==> config.mk <==
export PLATFORM = sky130hd
export DESIGN_NAME = servant_spi_line_buf
export DESIGN_NICKNAME = d
export VERILOG_FILES = /design/src/rtl/servant_spi_line_buf.sv
export SDC_FILE = /design/constraint.sdc
export NUM_CORES = 1
export LEC_CHECK = 0
export CORE_MARGIN = 2
export CORE_UTILIZATION = 31
export CTS_CLUSTER_DIAMETER = 200
export DETAILED_ROUTE_END_ITERATION = 16
export PLACE_DENSITY = 0.63
export REMOVE_ABC_BUFFERS = 1
export SLEW_MARGIN = 10
export SYNTH_ARGS = -nofsm -noshare
export SYNTH_HDL_FRONTEND = slang
export SYNTH_SLANG_ARGS = --single-unit
==> constraint.sdc <==
create_clock -name i_clk -period 2.75 [get_ports i_clk]
set_input_delay 0.55 -clock i_clk [delete_from_list [all_inputs] [get_ports i_clk]]
set_output_delay 0.55 -clock i_clk [all_outputs]
set_load 0.03 [all_outputs]
==> src/rtl/servant_spi_line_buf.sv <==
// servant_spi_line_buf: single-line read buffer between the servile CPU Wishbone port and the SPI master.
//
// Read misses fill one aligned line of LINE_WORDS words with sequential SPI word
// reads (one idle cycle between words). Reads that hit the line are answered in
// one cycle with no SPI traffic. Writes always pass through to SPI memory.
//
// Optional feature macro: SPI_LINE_BUF_WRITE_UPDATE_EN
//   defined   : a write hit merges its enabled byte lanes into the buffered word
//   undefined : a write hit invalidates the buffered line
//
// Ports:
//   i_clk, i_rst_n            clock, asynchronous active-low reset
//   i_cpu_adr/dat/sel/we/cyc  CPU request (word address, write data, byte enables)
//   o_cpu_rdt, o_cpu_ack      CPU read data and single-cycle acknowledge
//   o_mem_adr/dat/sel/we/cyc  request to the SPI master
//   i_mem_rdt, i_mem_ack      SPI master read data and acknowledge
module servant_spi_line_buf #(
    parameter int ADDRESS_WIDTH = 24,
    parameter int LINE_WORDS    = 4
) (
    input  logic                     i_clk,
    input  logic                     i_rst_n,
    input  logic [ADDRESS_WIDTH-3:0] i_cpu_adr,
    input  logic [31:0]              i_cpu_dat,
    input  logic [3:0]               i_cpu_sel,
    input  logic                     i_cpu_we,
    input  logic                     i_cpu_cyc,
    output logic [31:0]              o_cpu_rdt,
    output logic                     o_cpu_ack,
    output logic [ADDRESS_WIDTH-3:0] o_mem_adr,
    output logic [31:0]              o_mem_dat,
    output logic [3:0]               o_mem_sel,
    output logic                     o_mem_we,
    output logic                     o_mem_cyc,
    input  logic [31:0]              i_mem_rdt,
    input  logic                     i_mem_ack
);
    localparam int AW = ADDRESS_WIDTH - 2;
    localparam int LW = $clog2(LINE_WORDS);
    localparam int TW = AW - LW;

    typedef enum logic [2:0] {IDLE, FILL, GAP, WR, RESP, ACKW} state_t;

    state_t          state_q;
    logic [31:0]     buf_q [LINE_WORDS];
    logic [TW-1:0]   tag_q;
    logic            valid_q;
    logic [LW-1:0]   cnt_q;
    logic [31:0]     cpu_rdt_q;
    logic            cpu_ack_q;
    logic [AW-1:0]   mem_adr_q;
    logic [31:0]     mem_dat_q;
    logic [3:0]      mem_sel_q;
    logic            mem_we_q;
    logic            mem_cyc_q;

    logic [TW-1:0]   cpu_tag;
    logic [LW-1:0]   cpu_idx;
    logic            hit;
    logic            last;
    logic [31:0]     fill_word_d;
    logic [31:0]     wr_merge_d;
    logic            wr_upd;
    logic            wr_inv;

    assign cpu_tag = i_cpu_adr[AW-1:LW];
    assign cpu_idx = i_cpu_adr[LW-1:0];
    assign hit     = valid_q && (tag_q == cpu_tag);
    assign last    = cnt_q == LW'(LINE_WORDS - 1);

    // The last fill word lands in buf_q on the same edge the response is
    // registered, so forward it directly when it is the requested word.
    assign fill_word_d = (cpu_idx == cnt_q) ? i_mem_rdt : buf_q[cpu_idx];

    always_comb begin
        wr_merge_d = buf_q[cpu_idx];
        for (int b = 0; b < 4; b++)
            if (i_cpu_sel[b]) wr_merge_d[8*b +: 8] = i_cpu_dat[8*b +: 8];
    end

`ifdef SPI_LINE_BUF_WRITE_UPDATE_EN
    assign wr_upd = hit;
    assign wr_inv = 1'b0;
`else
    assign wr_upd = 1'b0;
    assign wr_inv = hit;
`endif

    // Line storage is deliberately not reset; valid_q guards it.
    always_ff @(posedge i_clk) begin
        if (state_q == FILL && i_mem_ack)
            buf_q[cnt_q] <= i_mem_rdt;
        else if (state_q == WR && i_mem_ack && wr_upd)
            buf_q[cpu_idx] <= wr_merge_d;
    end

    always_ff @(posedge i_clk or negedge i_rst_n) begin
        if (!i_rst_n) begin
            state_q   <= IDLE;
            tag_q     <= '0;
            valid_q   <= 1'b0;
            cnt_q     <= '0;
            cpu_rdt_q <= '0;
            cpu_ack_q <= 1'b0;
            mem_adr_q <= '0;
            mem_dat_q <= '0;
            mem_sel_q <= '0;
            mem_we_q  <= 1'b0;
            mem_cyc_q <= 1'b0;
        end else begin
            case (state_q)
                IDLE: begin
                    if (i_cpu_cyc && !cpu_ack_q) begin
                        if (i_cpu_we) begin
                            state_q   <= WR;
                            mem_cyc_q <= 1'b1;
                            mem_we_q  <= 1'b1;
                            mem_adr_q <= i_cpu_adr;
                            mem_dat_q <= i_cpu_dat;
                            mem_sel_q <= i_cpu_sel;
                        end else if (hit) begin
                            state_q   <= RESP;
                            cpu_ack_q <= 1'b1;
                            cpu_rdt_q <= buf_q[cpu_idx];
                        end else begin
                            state_q   <= FILL;
                            valid_q   <= 1'b0;
                            tag_q     <= cpu_tag;
                            cnt_q     <= '0;
                            mem_cyc_q <= 1'b1;
                            mem_we_q  <= 1'b0;
                            mem_adr_q <= {cpu_tag, LW'(0)};
                            mem_dat_q <= '0;
                            mem_sel_q <= 4'hF;
                        end
                    end
                end
                FILL: begin
                    if (i_mem_ack) begin
                        mem_cyc_q <= 1'b0;
                        if (last) begin
                            state_q   <= RESP;
                            valid_q   <= 1'b1;
                            cpu_ack_q <= 1'b1;
                            cpu_rdt_q <= fill_word_d;
                        end else begin
                            state_q <= GAP;
                        end
                    end
                end
                GAP: begin
                    state_q   <= FILL;
                    cnt_q     <= cnt_q + LW'(1);
                    mem_cyc_q <= 1'b1;
                    mem_adr_q <= {tag_q, cnt_q + LW'(1)};
                end
                WR: begin
                    if (i_mem_ack) begin
                        state_q   <= ACKW;
                        mem_cyc_q <= 1'b0;
                        mem_we_q  <= 1'b0;
                        cpu_ack_q <= 1'b1;
                        cpu_rdt_q <= '0;
                        if (wr_inv) valid_q <= 1'b0;
                    end
                end
                RESP, ACKW: begin
                    state_q   <= IDLE;
                    cpu_ack_q <= 1'b0;
                    cpu_rdt_q <= '0;
                end
                default: state_q <= IDLE;
            endcase
        end
    end

    assign o_cpu_rdt = cpu_rdt_q;
    assign o_cpu_ack = cpu_ack_q;
    assign o_mem_adr = mem_adr_q;
    assign o_mem_dat = mem_dat_q;
    assign o_mem_sel = mem_sel_q;
    assign o_mem_we  = mem_we_q;
    assign o_mem_cyc = mem_cyc_q;
endmodule

==> results of run 1 <==
state kept, by name, indices dropped and copies added (netlist names):
register   flops
buf_q        128
o_cpu_rdt     32
o_mem_dat     32
o_mem_adr     22
tag_q         20
o_mem_sel      4
state_q        3
cnt_q          2
o_cpu_ack      1
o_mem_cyc      1
o_mem_we       1
valid_q        1
worst reg2reg max path, stage by stage (launching register included):
cell and delay (ps):
sky130_fd_sc_hd__dfrtp_1 430, sky130_fd_sc_hd__xnor2_1 150, sky130_fd_sc_hd__nand4_1 180, sky130_fd_sc_hd__nor2_1 130, sky130_fd_sc_hd__a211oi_4 1030, sky130_fd_sc_hd__mux2_2 430
through the flow:
step	power [uW]	setup TNS, ps	std cells
floorplan	8780	-9070	659
global placement	11300	-9820	1349
detailed placement	11400	-10800	1349
CTS	14900	0	1400
global route	15500	0	1400
finish	14600	0	1400
logic make-up after synthesis:
group	Yosys count
AND/OR/NAND/NOR	89
XOR/XNOR	22
flip-flops	247
AO/OA/AOI/OAI	156
buffers and inverters	110
adder cells (fa/ha/maj)	4
multiplexers	84
path summary, 6_finish.rpt:
kind	to	start
worst max-delay path	tag_q[17]$_DFFE_PN0P_	i_cpu_adr[8]
worst min-delay path	o_mem_adr[1]$_DFFE_PN0P_	i_cpu_adr[1]
worst max register to register	tag_q[17]$_DFFE_PN0P_	tag_q[3]$_DFFE_PN0P_
worst min register to register	o_cpu_rdt[16]$_DFFE_PN0P_	o_cpu_rdt[16]$_DFFE_PN0P_
max in group asynchronous	o_mem_dat[16]$_DFFE_PN0P_	i_rst_n
min in group asynchronous	o_cpu_rdt[5]$_DFFE_PN0P_	i_rst_n
metal layers:
layer	part of all wire [%]	global-route usage, %	up-vias
met2	47	24.2	194
met4	1.7	3.19	0
met1	45	20.0	3377
met3	6.2	3.50	37
met5	0	0	-
li1	-	-	3171
power breakdown:
group          internal, uW  total, uW  switching (uW)
sequential             4900       5570             662
combinational          2550       5660            3110
clock                  1990       3390            1400
total                  9440      14600            5170
layout by cell type, fill, tap and decap left out, drive strengths merged, types with 22 or more instances in the layout:
| master | count |
|---|---|
| xnor2 | 22 |
| clkbuf | 47 |
| inv | 58 |
| mux2 | 52 |
| mux4 | 32 |
| nor2 | 32 |
| dfrtp | 119 |
| a22o | 32 |
| edfxtp | 128 |
| a31oi | 22 |
| buf | 58 |
| nor4 | 22 |
| o2bb2ai | 32 |
| clkdlybuf4s50 | 184 |
final cells by class:
type,count,area (sq um),share of cell area (%)
Sequential cell,247,6820,48.2
Timing Repair Buffer,243,2410,17.0
Inverter,57,214,1.51
Clock inverter,3,18.8,0.133
Tap cell,448,561,3.96
Multi-Input combinational cell,355,3310,23.4
Clock buffer,47,812,5.74
==> flow_summary.ini, run 1 <==
[status]
result_of_the_run = complete, no violations

[yosys]
main_combinational_cell_family_by_area_after_synthesis = multiplexers
synth.avg_cell_area_sq_um = 14.9
syn_inst = 712
postSynthRegisterBits = 247
yosys.area.top_type_share_pct = 36.3
share_of_synthesized_cell_area_in_and_or_nand_and_nor_gates_pct = 4.52
synthesis.yosys.warnings = 0
synth_commonest_cells = sky130_fd_sc_hd__edfxtp_1 (128), sky130_fd_sc_hd__dfrtp_1 (119), sky130_fd_sc_hd__inv_1 (57)
synth.most_common_cell = sky130_fd_sc_hd__edfxtp_1
async_flop_share_pct = 48.2
seq_area_frac_synth_pct = 64.5
synth_mux_area_share_pct = 12.3
synth.largest_area_cell = sky130_fd_sc_hd__edfxtp_1
post_synth_edffs = 128
netlist_area_sq_um = 10600
synth-compound-area-share_pct = 11.8
synth.area.top_cells = sky130_fd_sc_hd__edfxtp_1 (36%), sky130_fd_sc_hd__dfrtp_1 (28%), sky130_fd_sc_hd__mux4_2 (6.8%)
yosys.area_share.xor_xnor_pct = 1.82
count_of_different_cell_masters_after_synthesis = 50
ys.flop_type = sky130_fd_sc_hd__edfxtp_1
post_synth_fa_ha_maj_area_fraction_pct = 0.473

[drt]
viasPerCell = 4.84
drtAntennaViolNets = 0
wirelength_mm = 25.9
firstDrtPassIters = 6
post_drt_wl_per_cell_um = 18.5
num_vias = 6779
drc_errors = 0
first_iter_violations = 290

[power]
ir_drop_mv = 0.454
power_leakage_uw = 0.00530
power_density_nw_per_um2 = 1030

[global_route]
grt_pass1_vias = 7318
grt.overflow.total = 0
initial_antenna_violation_count = 2
grt_use_total_pct = 14.8
wire_length_of_the_first_global_routing_pass_mm = 41.7
grt_start_max_net_pins = 43

[flow_run]
cap_violations = 0

[worst_hold_path]
hold_path_depth = 3
worstHoldPathType = primary input to flip-flop

[final_layout]
drive_gt1_share_pct = 16.9
fin_area_sq_um = 14100
finish.net_count = 1030
final_standard_cell_utilization_of_the_core_pct = 42.2
area_growth_pct = 33.7
filler_cell_count = 3108
antenna_cells_inserted = 0

[critical_path]
cp-start-kind = primary input
worstPathRequired_ps = 3160
cp_data_arrival_time_ps = 2940
end_kind = flip-flop
cpPeakStageDelay_ps = 1030
timing.critical_path.max_delay_family = compound AO/OA/AOI/OAI gates
worst_reg_to_reg_cells = 5
crit_cells = 6
crit_slowest_cell = sky130_fd_sc_hd__a211oi_4
worst_path_max_fanout = 22
worstPathCellList = clkdlybuf4s50_1, xnor2_1, nand4_1, nor2_1, a211oi_4, mux2_2
path_class = primary input to flip-flop
path_buf_inv = 1
r2r_slack_ps = 290

[floorplan]
die_area_sq_um = 35600
initial_utilization_pct = 31.5
die-width_um = 189
chipHeight_um = 189
design.portCount = 188
core-area_sq_um = 33500
placementRows = 67

[clock_network]
cts_hold_buf = 1
cts_repair_resize_count = 0
cts_inserted_buffers = 27
clock_tree_from_tritoncts = yes
worst_skew_pair.late_latency_ps = 530
clk_pin_slew_ps = 60
clock_tree.root_cell = sky130_fd_sc_hd__clkbuf_16
cts.htree.levels = 1
sink_count = 247
postCtsSetupRepairBufs = 0
cts.path.max_buffers = 3

[timing]
achievable-frequency_mhz = 396
hold_ws_ps = 363
min_period_ps = 2530
post-route-period-util_pct = 91.9
maxSlewHeadroom_pct = 18.1
rsz_0062_raised_after_global_routing = false
timing_hold_violations_final = 0
layout_setup_ws_ps = 223
finalSetupViolCount = 0
slew_viol_final = 0
tightest_slew_ps = 1220
worst_clock_skew_on_the_final_layout_ps = 14.9

[placement]
io_buffers = 187
dp_hpwl_mm = 16.9
place_worst_setup_slack_ps = -338
final_weighted_congestion_in_routability_driven_placement = 0.792
detailed_place.area_sq_um = 13300
Note: power is estimated with default switching activity, not from simulation.
==> run 2, diff against run 1 <==
--- a/config.mk
+++ b/config.mk
@@ -9,8 +9,8 @@
 export CORE_UTILIZATION = 31
 export CTS_CLUSTER_DIAMETER = 200
 export DETAILED_ROUTE_END_ITERATION = 16
+export HOLD_SLACK_MARGIN = 0.03
 export PLACE_DENSITY = 0.63
-export REMOVE_ABC_BUFFERS = 1
 export SLEW_MARGIN = 10
 export SYNTH_ARGS = -nofsm -noshare
 export SYNTH_HDL_FRONTEND = slang
==> run 2 against run 1 <==
  * Count of clock-buffer cells in the layout fell by 8
  * Cell count rose by 0.36%
  * Fmax rose by 8.6%
  * Global-route usage fell by 0.20 points
==> flow_summary.ini, run 2 (synthesis results as in run 1) <==
[placement]
dp_hpwl_mm = 17.3
io_buffers = 187
detailed_place.area_sq_um = 13300
final_weighted_congestion_in_routability_driven_placement = 0.796

[worst_hold_path]
worstHoldPathType = primary input to asynchronous set/reset pin

[critical_path]
cp_data_arrival_time_ps = 2730
worstPathRequired_ps = 3160
end_kind = flip-flop
cp-start-kind = flip-flop
path_class = flip-flop to flip-flop
worst_path_max_fanout = 25

[final_layout]
filler_cell_count = 3079
area_growth_pct = 34.9
fin_area_sq_um = 14300
largest_register = buf_q
area.sequential_sq_um = 6820
drive_gt1_share_pct = 17.7
area_of_combinational_cells_with_multiple_inputs_sq_um = 3310
layout_common_cells = sky130_fd_sc_hd__clkdlybuf4s50_1 (184), sky130_fd_sc_hd__edfxtp_1 (128), sky130_fd_sc_hd__dfrtp_1 (119), sky130_fd_sc_hd__inv_1 (57), sky130_fd_sc_hd__buf_4 (48)
layout_commonest_cell = sky130_fd_sc_hd__clkdlybuf4s50_1
largest_register_ffs = 128
finish.net_count = 1032

[clock_network]
cts_inserted_buffers = 29
clk_pin_slew_ps = 60
cts.path.max_buffers = 3
clock_tree.root_cell = sky130_fd_sc_hd__clkbuf_16
cts.htree.levels = 1
clock_tree_from_tritoncts = yes
cts_repair_resize_count = 0
worst_skew_pair.late_latency_ps = 530
sink_count = 247

[yosys]
mappedNetlistNets = 811

[timing]
maxSlewHeadroom_pct = 64.7
slew_viol_final = 0
rsz_0062_raised_after_global_routing = false
tightest_slew_ps = 530
achievable-frequency_mhz = 430
min_period_ps = 2330
worst_clock_skew_on_the_final_layout_ps = 12.8
timing_hold_violations_final = 0
post-route-period-util_pct = 84.6
finalSetupViolCount = 0

[drt]
first_iter_violations = 371
post_drt_wl_per_cell_um = 18.6
drc_errors = 0
num_vias = 6892
firstDrtPassIters = 5
wirelength_mm = 26.2
viasPerCell = 4.91
drtAntennaViolNets = 0

[global_route]
grt.overflow.total = 0
grt_start_max_net_pins = 81
wire_length_of_the_first_global_routing_pass_mm = 41.1
grt_pass1_vias = 7075
grt_use_total_pct = 14.6
initial_antenna_violation_count = 3

[status]
result_of_the_run = complete, no violations

[floorplan]
die-width_um = 189
core-area_sq_um = 33500
die_area_sq_um = 35600
chipHeight_um = 189
initial_utilization_pct = 31.5
design.portCount = 188
placementRows = 67

[power]
ir_drop_mv = 0.618
power_density_nw_per_um2 = 1060
power_leakage_uw = 0.00538
post-layout-total-power_uw = 15100

[flow_run]
cap_violations = 0
## run 2: cell types whose count changed in the layout (fill, tap and decap cells not counted)
cell / before / now
sky130_fd_sc_hd__clkbuf_8: 4 / 2
sky130_fd_sc_hd__clkbuf_1: 15 / 8
sky130_fd_sc_hd__inv_6: 1 / 0
sky130_fd_sc_hd__clkbuf_16: 28 / 29
sky130_fd_sc_hd__diode_2: 0 / 3
sky130_fd_sc_hd__clkinv_1: 0 / 1
sky130_fd_sc_hd__bufinv_16: 0 / 5
sky130_fd_sc_hd__buf_6: 1 / 0
sky130_fd_sc_hd__buf_12: 10 / 8
sky130_fd_sc_hd__buf_4: 45 / 48
sky130_fd_sc_hd__clkinv_2: 2 / 7
## run 2: layout make-up
cell class	count	share of cell area (%)
Sequential cell	247	47.8
Multi-Input combinational cell	355	23.2
Timing Repair Buffer	243	16.7
Clock buffer	39	5.49
Tap cell	448	3.93
Inverter	57	1.50
Clock inverter	13	1.32
Antenna cell	3	0.0526
## run 2: metal layers
| layer | track usage [%] | up-vias | wire, um |
|---|---|---|---|
| met3 | 3.50 | 38 | 1580 |
| met2 | 24.1 | 186 | 12700 |
| met5 | 0 | - | 13 |
| met1 | 19.4 | 3486 | 11500 |
| li1 | - | 3180 | - |
| met4 | 3.40 | 2 | 432 |
## run 2: critical path, cell delays in order (launching register included)
cell,delay [ps]
sky130_fd_sc_hd__dfrtp_1,450
sky130_fd_sc_hd__ha_1,280
sky130_fd_sc_hd__a2111oi_2,460
sky130_fd_sc_hd__nor2_1,140
sky130_fd_sc_hd__a31oi_4,270
sky130_fd_sc_hd__buf_12,230
sky130_fd_sc_hd__mux2_2,350
## run 2: final timing paths
| path | from | to | slack [ps] | cells past startpoint |
|---|---|---|---|---|
| min reg2reg | o_cpu_rdt[4]$_DFFE_PN0P_ | o_cpu_rdt[4]$_DFFE_PN0P_ | 490 | 1 |
| max in group asynchronous | i_rst_n | o_cpu_rdt[18]$_DFFE_PN0P_ | 1520 | 3 |
| min in group i_clk | o_cpu_rdt[4]$_DFFE_PN0P_ | o_cpu_rdt[4]$_DFFE_PN0P_ | 490 | 1 |
| min | i_rst_n | tag_q[15]$_DFFE_PN0P_ | 450 | 2 |
| max reg2reg | cnt_q[0]$_DFFE_PN0P_ | o_cpu_rdt[31]$_DFFE_PN0P_ | 420 | 6 |
| max | cnt_q[0]$_DFFE_PN0P_ | o_cpu_rdt[31]$_DFFE_PN0P_ | 420 | 6 |
## run 2: repair_timing
action                    in CTS  in global routing
hold buffers                   1                  0
hold endpoints to repair      17                  0
buffers inserted               0                  0
## run 2: power by group
group,switching (uW),internal (uW)
Clock,1470,2450
Combinational,3110,2540
Sequential,640,4900
## run 2: metrics by stage
stage	TNS (ps)	instances	util [%]	setup slack [ps]	hold slack (ps)
floorplan	0	712	-	489	254
global placement	-2620	1349	39.6	-68.4	469
detailed placement	-5270	1349	39.6	-99.7	473
CTS	0	1402	42.5	394	435
global route	0	1402	42.5	323	449
finish	0	1405	42.6	424	451
==> run 3, diff against run 2 <==
==> constraint.sdc (replaced) <==
create_clock -name i_clk -period 2.31 [get_ports i_clk]
set_input_delay 0.462 -clock i_clk [delete_from_list [all_inputs] [get_ports i_clk]]
set_output_delay 0.462 -clock i_clk [all_outputs]
set_load 0.03 [all_outputs]
==> run 3 against run 2 <==
  * Core utilization increased by 0.76 points
  * Sequential share of layout area decreased by 0.84 points
  * Wire length shrank 0.10%
  * Critical endpoint is now o_cpu_rdt[20]$_DFFE_PN0P_
==> flow_summary.ini, run 3 (synthesis results as in run 1) <==
[critical_path]
worstPathRequired_ps = 2710
cp-start-kind = flip-flop
worst_path_max_fanout = 32
path_class = flip-flop to flip-flop
cp_data_arrival_time_ps = 2630
end_kind = flip-flop

[clock_network]
clock_tree_from_tritoncts = yes
clock_tree.root_cell = sky130_fd_sc_hd__clkbuf_16
sink_count = 247
worst_skew_pair.late_latency_ps = 530
cts.htree.levels = 1
cts_inserted_buffers = 28
clk_pin_slew_ps = 60
cts.path.max_buffers = 3

[power]
power_density_nw_per_um2 = 1250
power_leakage_uw = 0.00547
ir_drop_mv = 0.693

[timing]
min_period_ps = 2220
slew_viol_final = 0
timing_hold_violations_final = 0
finalSetupViolCount = 0
achievable-frequency_mhz = 449
tightest_slew_ps = 417
maxSlewHeadroom_pct = 72.0
worst_clock_skew_on_the_final_layout_ps = 14.6
post-route-period-util_pct = 96.3
hold_ws_ps = 389

[floorplan]
placementRows = 67
core-area_sq_um = 33500
chipHeight_um = 189
design.portCount = 188
die-width_um = 189
die_area_sq_um = 35600
initial_utilization_pct = 31.5

[drt]
viasPerCell = 4.88
wirelength_mm = 26.1
first_iter_violations = 430
firstDrtPassIters = 5
num_vias = 6931
drtAntennaViolNets = 0
drc_errors = 0
post_drt_wl_per_cell_um = 18.4

[final_layout]
layout_commonest_cell = sky130_fd_sc_hd__clkdlybuf4s50_1
layout_common_cells = sky130_fd_sc_hd__clkdlybuf4s50_1 (184), sky130_fd_sc_hd__edfxtp_1 (128), sky130_fd_sc_hd__dfrtp_1 (119), sky130_fd_sc_hd__inv_1 (57), sky130_fd_sc_hd__buf_4 (53)
filler_cell_count = 3064
largest_register = buf_q
drive_gt1_share_pct = 19.4
fin_area_sq_um = 14500
largest_register_ffs = 128
finish.net_count = 1046
area_growth_pct = 37.3

[yosys]
mappedNetlistNets = 811

[placement]
io_buffers = 187
dp_hpwl_mm = 17.5
final_weighted_congestion_in_routability_driven_placement = 0.803
detailed_place.area_sq_um = 13500

[global_route]
grt_start_max_net_pins = 48
grt_pass1_vias = 7246
grt_use_total_pct = 14.6
wire_length_of_the_first_global_routing_pass_mm = 41.5
initial_antenna_violation_count = 2
grt.overflow.total = 0

[status]
result_of_the_run = complete, no violations

[flow_run]
cap_violations = 0

[worst_hold_path]
worstHoldPathType = primary input to asynchronous set/reset pin
run 3: timing repair:
item                                    CTS  global route
resized for setup                         0             2
endpoints found under the hold margin    23             0
setup buffers                             0             0
endpoints found under the setup margin    0            35
hold buffers                              1             0
run 3: critical path: stages, from the launching register on:
cell and delay, ps:
sky130_fd_sc_hd__dfrtp_1 370, sky130_fd_sc_hd__ha_1 270, sky130_fd_sc_hd__a2111oi_4 420, sky130_fd_sc_hd__nor2_1 130
sky130_fd_sc_hd__a31oi_4 260, sky130_fd_sc_hd__buf_12 250, sky130_fd_sc_hd__mux2_1 350
run 3: metal layers:
metal	GRT usage, %	vias up	wire (um)
li1	-	3213	-
met1	19.8	3534	11400
met2	24.4	162	12800
met3	3.35	22	1660
met4	2.58	0	243
met5	0	-	0
run 3: worst paths after layout:
check                                     startpoint                         to  slack (ps)  cells past startpoint
min in group i_clk                      i_cpu_adr[1]   o_mem_adr[1]$_DFFE_PN0P_         470                      4
max in group asynchronous                    i_rst_n       tag_q[3]$_DFFE_PN0P_        1290                      3
setup / recovery                cnt_q[0]$_DFFE_PN0P_  o_cpu_rdt[20]$_DFFE_PN0P_          90                      6
hold reg to reg            o_cpu_rdt[11]$_DFFE_PN0P_  o_cpu_rdt[11]$_DFFE_PN0P_         490                      1
hold / removal                               i_rst_n      tag_q[16]$_DFFE_PN0P_         390                      2
setup reg to reg                cnt_q[0]$_DFFE_PN0P_  o_cpu_rdt[20]$_DFFE_PN0P_          90                      6
run 3: final cells by class:
cell class / count / area (sq um) / share of cell area [%]
clock inverter: 19 / 235 / 1.62
sequential: 247 / 6820 / 47.0
multi-input combinational: 355 / 3330 / 22.9
antenna: 2 / 5.00 / 0.0345
clock buffer: 33 / 741 / 5.10
inverter: 57 / 214 / 1.47
tap: 448 / 561 / 3.86
timing repair buffer: 258 / 2620 / 18.0
run 3: through the flow:
stage / setup TNS, ps / std cells / total power (uW) / utilization (%) / setup WS [ps]
2_1_floorplan: 0 / 712 / 10700 / - / 48.6
3_3_place_gp: -42150 / 1364 / 13600 / 40.3 / -418
3_5_place_dp: -43380 / 1364 / 13700 / 40.3 / -434
4_1_cts: 0 / 1417 / 18400 / 43.3 / 2.93
5_1_grt: -74.3 / 1417 / 19100 / 43.3 / -19.2
6_report: 0 / 1419 / 18100 / 43.3 / 85.0
run 3: power breakdown:
| group | total, uW | internal, uW | switching, uW | leakage [uW] |
|---|---|---|---|---|
| combinational | 6970 | 3180 | 3800 | 0.00237 |
| clock | 4620 | 2850 | 1770 | 0.000469 |
| sequential | 6550 | 5840 | 716 | 0.00262 |
| total | 18100 | 11900 | 6280 | 0.00547 |
